--- config.mk ---
export PLATFORM = sky130hd
export DESIGN_NAME = guess_keypad_flat
export DESIGN_NICKNAME = d
export VERILOG_FILES = /design/src/rtl/guess_keypad_if.sv /design/src/rtl/guess_keypad.sv /design/src/flat_wrapper.sv
export SDC_FILE = /design/constraint.sdc
export NUM_CORES = 1
export LEC_CHECK = 0
export CAP_MARGIN = 15
export CELL_PAD_IN_SITES_DETAIL_PLACEMENT = 0
export CELL_PAD_IN_SITES_GLOBAL_PLACEMENT = 1
export CORE_ASPECT_RATIO = 0.6
export CORE_MARGIN = 4
export CORE_UTILIZATION = 34
export CTS_CLUSTER_DIAMETER = 60
export DETAILED_ROUTE_END_ITERATION = 16
export GPL_TIMING_DRIVEN = 0
export PLACE_DENSITY_LB_ADDON = 0.1
export SYNTH_ARGS = -nofsm -noshare
export SYNTH_HDL_FRONTEND = slang
export SYNTH_SLANG_ARGS = --single-unit
--- constraint.sdc ---
create_clock -name i_clk -period 7.4 [get_ports i_clk]
set_clock_uncertainty 0.1 [all_clocks]
set_input_delay 0.74 -clock i_clk [delete_from_list [all_inputs] [get_ports i_clk]]
set_output_delay 0.74 -clock i_clk [all_outputs]
set_load 0.005 [all_outputs]
--- src/rtl/guess_keypad_if.sv ---
// Keypad symbol interface: raw button inputs toward the keypad, buffered symbols toward the game core.
interface guess_keypad_if #(
  parameter int FIFO_DEPTH = 4
);
  localparam int CW = $clog2(FIFO_DEPTH) + 1;

  logic [3:0]    i_btn;
  logic          i_btn_enter;
  logic          i_clr_ovf;
  logic          i_sym_ready;
  logic          o_sym_valid;
  logic [1:0]    o_sym_code;
  logic          o_sym_is_enter;
  logic [CW-1:0] o_sym_count;
  logic          o_overflow;

  modport master (
    output i_btn, i_btn_enter, i_clr_ovf, i_sym_ready,
    input  o_sym_valid, o_sym_code, o_sym_is_enter, o_sym_count, o_overflow
  );

  modport slave (
    input  i_btn, i_btn_enter, i_clr_ovf, i_sym_ready,
    output o_sym_valid, o_sym_code, o_sym_is_enter, o_sym_count, o_overflow
  );
endinterface

--- src/rtl/guess_keypad.sv ---
// Keypad front end: synchronize and debounce 5 buttons, emit one symbol per press into a small FIFO.
//   state     | meaning
//   ST_ARMED  | all debounced keys released; next press produces a symbol
//   ST_LOCKED | a symbol was taken for the current press; wait for full release
module guess_keypad #(
  parameter int DEBOUNCE_CYCLES = 16,
  parameter int FIFO_DEPTH      = 4
) (
  input logic           i_clk,
  input logic           i_reset,
  guess_keypad_if.slave bus
);
  localparam int            AW      = $clog2(FIFO_DEPTH);
  localparam int            CW      = AW + 1;
  localparam logic [15:0]   DB_LAST = 16'(DEBOUNCE_CYCLES - 1);
  localparam logic [CW-1:0] FULL    = CW'(FIFO_DEPTH);

  typedef enum logic {ST_ARMED = 1'b0, ST_LOCKED = 1'b1} state_t;

  logic [4:0]    w_raw;
  logic [4:0]    r_sync1;
  logic [4:0]    r_sync2;
  logic [4:0]    w_deb;
  logic          w_any;
  logic          w_event;
  logic [2:0]    w_key;
  state_t        r_state;
  state_t        w_state_nxt;
  logic          r_push;
  logic [2:0]    r_push_key;
  logic [2:0]    r_mem [FIFO_DEPTH];
  logic [AW-1:0] r_rd;
  logic [AW-1:0] r_wr;
  logic [CW-1:0] r_count;
  logic          r_ovf;
  logic          w_pop;
  logic          w_full;
  logic          w_wr;
  logic          w_drop;
  logic          w_valid;
  logic [2:0]    w_head;

  // bit 4 is enter, bits 0..3 are digit keys I1..I4
  assign w_raw = {bus.i_btn_enter, bus.i_btn};

  always_ff @(posedge i_clk or posedge i_reset) begin
    if (i_reset) begin
      r_sync1 <= '0;
      r_sync2 <= '0;
    end else begin
      r_sync1 <= w_raw;
      r_sync2 <= r_sync1;
    end
  end

  for (genvar g = 0; g < 5; g++) begin : g_deb
    logic [15:0] r_cnt;
    logic        r_bit;

    always_ff @(posedge i_clk or posedge i_reset) begin
      if (i_reset) begin
        r_cnt <= '0;
        r_bit <= 1'b0;
      end else if (r_sync2[g] == r_bit) begin
        r_cnt <= '0;
      end else if (r_cnt == DB_LAST) begin
        r_cnt <= '0;
        r_bit <= r_sync2[g];
      end else begin
        r_cnt <= r_cnt + 16'd1;
      end
    end

    assign w_deb[g] = r_bit;
  end

  assign w_any = |w_deb;

  always_ff @(posedge i_clk or posedge i_reset) begin
    if (i_reset) r_state <= ST_ARMED;
    else         r_state <= w_state_nxt;
  end

  always_comb begin
    w_state_nxt = r_state;
    case (r_state)
      ST_ARMED:  if (w_any)  w_state_nxt = ST_LOCKED;
      ST_LOCKED: if (!w_any) w_state_nxt = ST_ARMED;
      default:   w_state_nxt = ST_ARMED;
    endcase
  end

  always_comb begin
    w_event = 1'b0;
    if (r_state == ST_ARMED) w_event = w_any;
  end

  // enter is the lowest priority; its code field is always 0
  always_comb begin
    w_key = 3'b100;
    if      (w_deb[0]) w_key = 3'b000;
    else if (w_deb[1]) w_key = 3'b001;
    else if (w_deb[2]) w_key = 3'b010;
    else if (w_deb[3]) w_key = 3'b011;
  end

  always_ff @(posedge i_clk or posedge i_reset) begin
    if (i_reset) begin
      r_push     <= 1'b0;
      r_push_key <= '0;
    end else begin
      r_push     <= w_event;
      r_push_key <= w_key;
    end
  end

  assign w_valid = (r_count != '0);
  assign w_pop   = w_valid & bus.i_sym_ready;
  assign w_full  = (r_count == FULL);
  assign w_wr    = r_push & (~w_full | w_pop);
  assign w_drop  = r_push & w_full & ~w_pop;

  always_ff @(posedge i_clk) begin
    if (w_wr) r_mem[r_wr] <= r_push_key;
  end

  always_ff @(posedge i_clk or posedge i_reset) begin
    if (i_reset) begin
      r_rd    <= '0;
      r_wr    <= '0;
      r_count <= '0;
      r_ovf   <= 1'b0;
    end else begin
      if (w_wr)  r_wr <= r_wr + AW'(1);
      if (w_pop) r_rd <= r_rd + AW'(1);
      case ({w_wr, w_pop})
        2'b10:   r_count <= r_count + CW'(1);
        2'b01:   r_count <= r_count - CW'(1);
        default: r_count <= r_count;
      endcase
      if (w_drop)             r_ovf <= 1'b1;
      else if (bus.i_clr_ovf) r_ovf <= 1'b0;
    end
  end

  assign w_head             = r_mem[r_rd];
  assign bus.o_sym_valid    = w_valid;
  assign bus.o_sym_code     = w_valid ? w_head[1:0] : 2'b00;
  assign bus.o_sym_is_enter = w_valid & w_head[2];
  assign bus.o_sym_count    = r_count;
  assign bus.o_overflow     = r_ovf;
endmodule

--- src/flat_wrapper.sv ---
// flat-port wrapper written by rule: the top's interface ports become plain ports
module guess_keypad_flat 
#(
  parameter int DEBOUNCE_CYCLES = 16,
  parameter int FIFO_DEPTH      = 4
)
  (i_clk, i_reset, bus_i_btn, bus_i_btn_enter, bus_i_clr_ovf, bus_i_sym_ready, bus_o_sym_valid, bus_o_sym_code, bus_o_sym_is_enter, bus_o_sym_count, bus_o_overflow);
  guess_keypad_if #(.FIFO_DEPTH(FIFO_DEPTH)) bus_i ();
  input logic i_clk;
  input logic i_reset;
  input wire logic [$bits(bus_i.i_btn)-1:0] bus_i_btn;
  input wire logic [$bits(bus_i.i_btn_enter)-1:0] bus_i_btn_enter;
  input wire logic [$bits(bus_i.i_clr_ovf)-1:0] bus_i_clr_ovf;
  input wire logic [$bits(bus_i.i_sym_ready)-1:0] bus_i_sym_ready;
  output wire logic [$bits(bus_i.o_sym_valid)-1:0] bus_o_sym_valid;
  output wire logic [$bits(bus_i.o_sym_code)-1:0] bus_o_sym_code;
  output wire logic [$bits(bus_i.o_sym_is_enter)-1:0] bus_o_sym_is_enter;
  output wire logic [$bits(bus_i.o_sym_count)-1:0] bus_o_sym_count;
  output wire logic [$bits(bus_i.o_overflow)-1:0] bus_o_overflow;
  assign bus_i.i_btn = bus_i_btn;
  assign bus_i.i_btn_enter = bus_i_btn_enter;
  assign bus_i.i_clr_ovf = bus_i_clr_ovf;
  assign bus_i.i_sym_ready = bus_i_sym_ready;
  assign bus_o_sym_valid = bus_i.o_sym_valid;
  assign bus_o_sym_code = bus_i.o_sym_code;
  assign bus_o_sym_is_enter = bus_i.o_sym_is_enter;
  assign bus_o_sym_count = bus_i.o_sym_count;
  assign bus_o_overflow = bus_i.o_overflow;
  guess_keypad #(.DEBOUNCE_CYCLES(DEBOUNCE_CYCLES), .FIFO_DEPTH(FIFO_DEPTH)) u_core (.i_clk(i_clk), .i_reset(i_reset), .bus(bus_i));
endmodule
==> impl_results.rst <==
.. list-table::
   :header-rows: 1

   * - Metric
     - Value
   * - Run status
     - finished clean
   * - Cell family with the largest share of critical-path delay
     - buffers and inverters
   * - Library cell with the largest summed area after synthesis
     - dfrtp_1
   * - Resize count post-CTS
     - 0
   * - Post-Synthesis Mean Instance Area
     - 11.0 sq um
   * - Crit end category
     - output pin
   * - Final clock period utilization by the worst path
     - 40.6%
   * - Via count
     - 3553
   * - Total power density per cell area
     - 261 nW/um^2
   * - Most used cells in the layout excluding fill and tap cells
     - dfrtp_1 (108), nor2_1 (99), xnor2_1 (69), nand2_1 (24)
   * - Register area
     - 3060 sq um
   * - Cell Int Power
     - 0.00135 W
   * - Most common flop cell mapped by yosys
     - dfrtp_1
   * - Data required time of the worst path
     - 6.56 ns
   * - Final setup TNS
     - 0 ns
   * - Share of flip-flops with an asynchronous set or reset
     - 90.0%
   * - Switching power share of the total
     - 22.1%
   * - Fill cells
     - 1475
   * - Drt drc
     - 0
   * - Cells after Synth
     - 505
   * - Post-route cell area
     - 6630 sq um
   * - Overall routing resource usage
     - 12.4%
   * - Most common cell after layout, fill and taps aside
     - dfrtp_1
   * - IO buf count
     - 15
   * - Avg Vias per Cell
     - 4.71
   * - Total global routing overflow
     - 0
   * - CTS clk-pin slew, worst paths
     - 0.05 ns
   * - Core Box Area
     - 15700 sq um
   * - Proportion of layout cells with a drive suffix above 1
     - 12.5%
   * - CTS tree
     - built
   * - Maximum root-to-sink buffer count
     - 2
   * - Startpoint types
     - register
   * - Post-detailed-placement cell area
     - 6010 sq um
   * - Yosys Warn Count
     - 0
   * - Nets in the synthesized netlist
     - 524
   * - Number of global-route vias before repair
     - 3667
   * - Insertion delay to the later sink of the worst-skew pair
     - 0.40 ns
   * - Post-synthesis sequential area ratio
     - 55.0%
   * - Worst path buffer plus inverter count
     - 2
   * - Detailed-route wire length
     - 10500 um
   * - First-iteration detailed-routing DRC count
     - 223
   * - Final period demand of the worst path
     - 3.00 ns
   * - Initial cell density of the core
     - 35.4%
   * - Max-cap violations
     - 0
   * - Die height
     - 107 um
   * - Root cell of the clock tree
     - clkbuf_16
   * - Total iterations of the first detailed-routing run
     - 4
   * - Critical path peak fanout
     - 5
   * - Worst slew margin relative to its limit
     - 47.4%
   * - H-tree lvl count
     - 4
   * - Wire length per cell after detailed routing
     - 13.9 um
   * - HPWL after detailed placement
     - 7020 um
   * - CP max stage cell
     - mux4_2
   * - Sinks on the clock net
     - 120
   * - Leading post-synthesis cells by cell area
     - dfrtp_1 (48%), xnor2_1 (11%), nor2_1 (6.7%), edfxtp_1 (6.5%), nor4_1 (2.5%)
   * - Total die area
     - 18600 sq um
   * - Yosys top cell area share
     - 48.5%
   * - Antenna violations before repair
     - 0
   * - Seq cells post-synth
     - 120
   * - Final-report setup violation count
     - 0
   * - Number of max-slew violations in the final report
     - 0
   * - Total Nets Final
     - 559
   * - Slowest cell delay on critical path
     - 0.56 ns
   * - Post-synth EDFFs
     - 12
   * - Top achievable clock speed
     - 0.333 GHz
   * - Part of the total power dissipated in sequential elements
     - 41.4%
   * - Number of buffers created by CTS
     - 17
   * - Critical path start-end classification
     - register to output pin
   * - Worst vdd ir
     - 170 uV
   * - Static leakage
     - 2.71 nW
   * - Footprint of the multi-input gates
     - 2370 sq um
   * - Wire length of the first global-routing pass
     - 18600 um
   * - Syn Std Cell Area
     - 5570 sq um
   * - Clk pwr share
     - 49.8%
   * - Area growth from synthesis to final layout
     - 19.0%
   * - Antenna diode count
     - 0
   * - Distinct cell type count after synthesis
     - 35
   * - Final antenna-violating net count
     - 0
   * - Gp weighted congestion
     - 0.721
   * - Number of endpoints with negative hold slack in the final report
     - 0
   * - Row count
     - 35
   * - Crit path cell chain
     - clkbuf_1 > mux4_2 > and2_1 > clkdlybuf4s50_1
   * - Post-CTS setup-driven buffer insertion count
     - 0
   * - Pin count of the biggest net entering global routing
     - 61
   * - CTS Hold Bufs
     - 0
   * - Worst min path class
     - register to register
   * - Horiz. Die Dim
     - 173 um
   * - Setup repair after global routing missed its margin
     - no
   * - Net switching power figure
     - 0.000383 W
   * - Data arrival time of the worst path
     - 2.16 ns
   * - Util after Layout
     - 42.2%
   * - Measured slew at the worst slew-check pin
     - 0.789 ns
   * - Count of pins on the block boundary
     - 17
   * - Combinational share of power
     - 8.8%
-- per-layer routing --
metal  vias up  share of wire [%]  track usage [%]
li1       1793                  -                -
met1      1708                 55             18.7
met2        42                 40             17.1
met3        10                3.5             3.56
met4         0                1.1             3.93
met5         -                  0                0
-- power by group through the flow --
stage	clock network (W)	registers, W	logic [W]
floorplan	0	0.000722	0.000102
global placement	0	0.000728	0.000149
detailed placement	0	0.000729	0.000155
CTS	0.000889	0.000717	0.000156
global route	0.000918	0.000722	0.000174
finish	0.000862	0.000717	0.000152
-- sequential cells by signal, indices dropped and copies added (netlist names) --
register / flops
u_core.r_sync2: 5
u_core.r_wr: 2
u_core.r_state: 1
u_core.g_deb.r_bit: 5
u_core.r_push: 1
u_core.r_rd: 2
u_core.bus.o_overflow: 1
u_core.g_deb.r_cnt: 80
u_core.r_sync1: 5
u_core.r_push_key: 3
u_core.r_mem: 12
u_core.bus.o_sym_count: 3
-- stage by stage --
stage | hold slack (ns) | setup slack (ns) | total power, W | instances
6_report | 0.251 | 4.40 | 0.00173 | 755
5_1_grt | 0.264 | 4.26 | 0.00181 | 755
4_1_cts | 0.254 | 4.34 | 0.00176 | 755
3_5_place_dp | 0.241 | 4.72 | 0.000884 | 724
3_3_place_gp | 0.239 | 1.88 | 0.000877 | 723
2_1_floorplan | 0.231 | 3.71 | 0.000824 | 505
-- final cells by class --
cell class                 instances  area share [%]
clock inverter                     8            1.74
multi-input combinational        354            35.8
tap                              203            3.83
sequential                       120            46.2
timing repair buffer              16            2.68
buffer                             9           0.792
inverter                          22            1.28
clock buffer                      23            7.68
-- kinds of logic after synthesis --
kind of cell    Yosys count  share of synthesized area [%]
xor+xnor                 80                           12.6
buf+inv                  31                           2.42
flops                   120                           55.0
simple gates            244                           24.0
mux                       9                           2.42
fa+ha+maj                10                           2.38
compound gates           11                           1.23
-- final timing paths --
| kind | slack, ns | cells after the start | endpoint | start |
|---|---|---|---|---|
| max in group asynchronous | 5.72 | 3 | u_core.r_push | i_reset |
| min in group asynchronous | 0.77 | 2 | u_core.g_deb[1].r_cnt[8] | i_reset |
| hold / removal | 0.25 | 0 | u_core.r_sync2[4] | u_core.r_sync1[4] |
| setup reg to reg | 5.06 | 8 | u_core.bus.o_sym_count[2] | u_core.bus.o_sym_count[2] |
| hold reg to reg | 0.25 | 0 | u_core.r_sync2[4] | u_core.r_sync1[4] |
| setup / recovery | 4.40 | 4 | bus_o_sym_code[0] | u_core.r_rd[0] |
-- synthesized netlist by cell type, types with 9 or more instances --
cell type and n:
nand4_1 10, nand2_1 24, dfrtp_1 108, nor4_1 22, inv_1 22, edfxtp_1 12, xnor2_1 69, nand3_1 22
nor3_1 20, nor4_2 10, nor2_1 99, ha_1 9, xor2_1 11
No activity file was read; power rests on OpenSTA's default activity.
